`src/rtl/seg_decoder.sv`:
```
// Seven-segment display bus decoder: waits for a stable bus pattern, then decodes one digit.
// Optional SEG_DECODER_HEX_EN extends the segment table with hex digits A..F.
module seg_decoder #(
   parameter int unsigned STABLE_CYCLES = 4
) (
   input  logic        clk,
   input  logic        reset_in,
   input  logic [11:0] seg_in,
   output logic        valid,
   output logic        err,
   output logic [1:0]  digit_idx,
   output logic [3:0]  digit_val,
   output logic        dp_out,
   output logic [15:0] hex_word
);

   typedef enum logic [1:0] {IDLE, SETTLE, HOLD} state_t;

   localparam logic [7:0] THRESH = 8'(STABLE_CYCLES);

   state_t      state;
   logic [11:0] seg_q;
   logic [11:0] seg_p;
   logic [7:0]  cnt;

   logic        an_ok;
   logic        seg_ok;
   logic [1:0]  dec_idx;
   logic [3:0]  dec_val;

   always_comb begin
      an_ok   = 1'b0;
      dec_idx = '0;
      case (seg_q[11:8])
         4'b1110: begin an_ok = 1'b1; dec_idx = 2'd0; end
         4'b1101: begin an_ok = 1'b1; dec_idx = 2'd1; end
         4'b1011: begin an_ok = 1'b1; dec_idx = 2'd2; end
         4'b0111: begin an_ok = 1'b1; dec_idx = 2'd3; end
         default: ;
      endcase

      seg_ok  = 1'b1;
      dec_val = '0;
      case (seg_q[7:1])
         7'b0000001: dec_val = 4'h0;
         7'b1001111: dec_val = 4'h1;
         7'b0010010: dec_val = 4'h2;
         7'b0000110: dec_val = 4'h3;
         7'b1001100: dec_val = 4'h4;
         7'b0100100: dec_val = 4'h5;
         7'b0100000: dec_val = 4'h6;
         7'b0001111: dec_val = 4'h7;
         7'b0000000: dec_val = 4'h8;
         7'b0000100: dec_val = 4'h9;
`ifdef SEG_DECODER_HEX_EN
         7'b0001000: dec_val = 4'hA;
         7'b1100000: dec_val = 4'hB;
         7'b0110001: dec_val = 4'hC;
         7'b1000010: dec_val = 4'hD;
         7'b0110000: dec_val = 4'hE;
         7'b0111000: dec_val = 4'hF;
`endif
         default:    seg_ok = 1'b0;
      endcase
   end

   // seg_p holds the previous seg_q so that a change is seen one cycle after sampling
   always_ff @(posedge clk or negedge reset_in) begin
      if (!reset_in) begin
         state     <= IDLE;
         cnt       <= '0;
         seg_q     <= 12'hFFF;
         seg_p     <= 12'hFFF;
         valid     <= 1'b0;
         err       <= 1'b0;
         digit_idx <= '0;
         digit_val <= '0;
         dp_out    <= 1'b0;
         hex_word  <= '0;
      end else begin
         seg_q <= seg_in;
         seg_p <= seg_q;
         valid <= 1'b0;
         err   <= 1'b0;
         if (seg_q[11:8] == 4'hF) begin
            state <= IDLE;
            cnt   <= '0;
         end else if (seg_q != seg_p) begin
            state <= SETTLE;
            cnt   <= '0;
         end else begin
            case (state)
               SETTLE: begin
                  cnt <= cnt + 8'd1;
                  if (cnt == THRESH - 8'd1) begin
                     state <= HOLD;
                     if (an_ok && seg_ok) begin
                        valid                          <= 1'b1;
                        digit_idx                      <= dec_idx;
                        digit_val                      <= dec_val;
                        dp_out                         <= ~seg_q[0];
                        hex_word[{dec_idx, 2'b00} +: 4] <= dec_val;
                     end else begin
                        err <= 1'b1;
                     end
                  end
               end
               HOLD: begin
                  if (cnt != '1) cnt <= cnt + 8'd1;
               end
               default: ;
            endcase
         end
      end
   end

endmodule
```
`config.mk`:
```
export PLATFORM = sky130hd
export DESIGN_NAME = seg_decoder
export DESIGN_NICKNAME = d
export VERILOG_FILES = /design/src/rtl/seg_decoder.sv
export SDC_FILE = /design/constraint.sdc
export NUM_CORES = 1
export LEC_CHECK = 0
export CAP_MARGIN = 0
export CORE_MARGIN = 2
export CORE_UTILIZATION = 51
export CTS_CLUSTER_SIZE = 8
export DETAILED_ROUTE_END_ITERATION = 10
export GPL_TIMING_DRIVEN = 0
export PLACE_DENSITY = 0.85
export SYNTH_ARGS = -nofsm -noshare
export SYNTH_HDL_FRONTEND = slang
export SYNTH_SLANG_ARGS = --single-unit
```
`constraint.sdc`:
```
create_clock -name clk -period 7.03 [get_ports clk]
set_clock_uncertainty 0.2 [all_clocks]
set_input_delay 2.109 -clock clk [delete_from_list [all_inputs] [get_ports clk]]
set_output_delay 2.109 -clock clk [all_outputs]
set_load 0.01 [all_outputs]
```
==> reports/metrics.csv <==
metric,value,unit
placed_cells_incl_taps,332,
htree_levels,3,
place_worst_setup_slack,3.82,ns
grt_use_total,0.190,
min_from,seg_q[4],
worst_ep_arrival_time,1.26,ns
number_of_enable_type_register_cells_in_the_synthesized_netlist,0,
holdCritPathClass,reg -> reg,
timing.final.crit_share,0.507,
syn-mean-instance-area,12.2,sq um
setup_slack,3.46,ns
worstPathBufferInverterCount,1,
worst_path_largest_cell_delay,0.55,ns
drt_pre_antenna_iters,4,
gr-total-overflow,0,
routability_congestion,0.730,
buffers_from_clock_root_to_sink_at_most,2,
layout_net_count,294,
r2r_setup_slack,4.07,ns
register_area,0.00151,sq mm
antenna_violations_before_repair,0,
multi_input_gate_area,0.00112,sq mm
synth-seq-area-share,0.552,
setup_buffers_after_cts,0,
asyncSetResetFlopFracSynth,1.00,
synthesis.area,0.00273,sq mm
rsz0062_at_grt,false,
num_vias,1863,
cp_data_required_time,4.72,ns
placeable_core_region,0.00514,sq mm
synth_ff_type,sky130_fd_sc_hd__dfrtp_1,
die_y,77.2,um
worst_path_dominant_cell_family,buffers and inverters,
power.density_cell_area,201,mW/mm^2
fill_cells,408,
detailed_place_hpwl,3650,um
totalPowerFinal,683,uW
resized_after_cts,0,
grt_start_max_net_pins,37,
number_of_input_and_output_port_buffers_inserted,38,
antenna-diode-count,0,
crit_path_start_kind,flip-flop,
first_global_vias,1869,
std_cell_rows,26,
most_frequent_cells_in_the_layout,"sky130_fd_sc_hd__clkdlybuf4s50_1, sky130_fd_sc_hd__dfrtp_1, sky130_fd_sc_hd__dfstp_2",
cp_cell_sequence,clkdlybuf4s50_1,
final-setup-viol-count,0,
synth.net_count,244,
routed_via_density,5.35,
ir_worst_vdd,123,uV
drt_iter0_drc,144,
worst_skew_pair.late_latency,0.34,ns
drive_above_1_share,0.263,
fin_worst_hold_slack,0.162,ns
ctsRootBufferMaster,sky130_fd_sc_hd__clkbuf_8,
depth_of_the_worst_hold_timing_path,0,
hold-path-endpoint,seg_p[4],
final.min_clock_period,3.57,ns
synth.ff_latch_count,59,
dieWidth,77.2,um
cts_tree,built,
max_slew_headroom,0.519,
clock_sink_count,59,
fraction_of_synthesized_cell_area_taken_by_the_top_area_cell_type,0.321,
leakagePower,0.00145,uW
regToRegEndpoint,hex_word[8],
yosys_warnings,0,
timing_limited_maximum_frequency,280,MHz
timing.final.hold_violations,0,
r2r.worst_path.cells,9,
clk_pin_slew_worst_paths,0.07,ns
cell_taking_the_most_area_after_synthesis,sky130_fd_sc_hd__dfrtp_1,
critical_path.max_fanout,2,
critical_path_class,reg -> out,
die-area,0.00596,sq mm
netlist_top_cells_area,"sky130_fd_sc_hd__dfrtp_1, sky130_fd_sc_hd__dfstp_2, sky130_fd_sc_hd__mux2_2, sky130_fd_sc_hd__xor2_1, sky130_fd_sc_hd__ha_1",
fin_tns_setup,0,ns
most_common_cell_after_layout_fill_and_taps_aside,sky130_fd_sc_hd__clkdlybuf4s50_1,
initial_core_util,0.531,
numCtsBuffers,9,
post-route-drc-count,0,
ant_nets,0,
wire_per_inst,14.7,um
pin_slew_with_the_least_headroom_to_its_limit,0.714,ns
outcome,completed,
post_synth_inst_count,223,
grt_pass1_wl,8660,um
end_kind,output pin,
io_pins,39,
post_cts_hold_buffer_count,0,
total_wire_length,5100,um
max_cap_violations,0,
syn2layout_area_growth,24.4,%
layoutNonFillerInstCount,348,
drv_slew,0,
critical_path.reg2reg.startpoint,seg_q[11],
slowest_cell_on_the_critical_path,sky130_fd_sc_hd__clkdlybuf4s50_1,
synth_cell_type_count,47,
stage by stage:
| step | instance area (sq um) | utilization |
|---|---|---|
| finish | 3400 | 0.661 |
| global route | 3400 | 0.661 |
| CTS | 3400 | 0.661 |
| detailed placement | 3210 | 0.625 |
| global placement | 3200 | 0.622 |
| floorplan | 2730 | - |
cell families after synthesis:
group | Yosys count | synth area share
AOI/OAI and AO/OA | 21 | 0.0618
xor gates and xnor gates | 21 | 0.0673
adders and majority gates | 7 | 0.0321
buffers and inverters | 20 | 0.0380
DFF | 59 | 0.552
muxes | 22 | 0.0916
and+or+nand+nor | 73 | 0.158
area by class of cell:
type	count	share of cell area
clock buffer	14	0.0508
tap	70	0.0258
timing repair buffer	39	0.116
inverter	12	0.0133
buffer	8	0.0173
clock inverter	2	0.00295
sequential	59	0.443
multi-input combinational	144	0.330
metal layers:
layer	track usage	wire length, um
met1	0.235	2200
met3	0.0435	219
met5	0	0
met4	0.107	124
met2	0.308	2560
worst max-delay path by stage:
stage	startpoint	cells past startpoint	slack [ns]	end
floorplan	digit_val[2]	0	4.34	digit_val[2]
global placement	reset_in	1	1.99	cnt[1]
detailed placement	hex_word[3]	1	3.82	hex_word[3]
CTS	digit_val[2]	1	3.45	digit_val[2]
global route	hex_word[13]	1	3.44	hex_word[13]
finish	digit_val[1]	1	3.46	digit_val[1]
cells in the mapped netlist, types with 3 or more instances:
master / instances
sky130_fd_sc_hd__dfrtp_1: 35
sky130_fd_sc_hd__buf_6: 3
sky130_fd_sc_hd__a21oi_1: 5
sky130_fd_sc_hd__or3_1: 3
sky130_fd_sc_hd__nor4_1: 9
sky130_fd_sc_hd__o21ai_0: 3
sky130_fd_sc_hd__nand3_2: 4
sky130_fd_sc_hd__xnor2_1: 4
sky130_fd_sc_hd__ha_1: 7
sky130_fd_sc_hd__nor3_1: 9
sky130_fd_sc_hd__nand4_1: 4
sky130_fd_sc_hd__nand3_1: 5
sky130_fd_sc_hd__xor2_1: 17
sky130_fd_sc_hd__dfstp_2: 24
sky130_fd_sc_hd__mux2_2: 15
sky130_fd_sc_hd__mux2i_1: 4
sky130_fd_sc_hd__nand2_1: 5
sky130_fd_sc_hd__and3_1: 3
sky130_fd_sc_hd__nor2_1: 19
sky130_fd_sc_hd__inv_1: 12
power breakdown:
group | internal, uW | leakage (uW) | total [uW] | switching [uW]
Combinational | 18.7 | 0.000613 | 44.0 | 25.3
Clock | 156 | 0.0000965 | 280 | 124
Sequential | 353 | 0.000737 | 359 | 6.71
flip-flops by register name, summed over array words and instances, names as in the netlist:
register	flops
seg_p	12
dp_out	1
seg_q	12
cnt	8
hex_word	16
digit_idx	2
err	1
digit_val	4
state	2
valid	1
(Power assumes the default switching activity.)
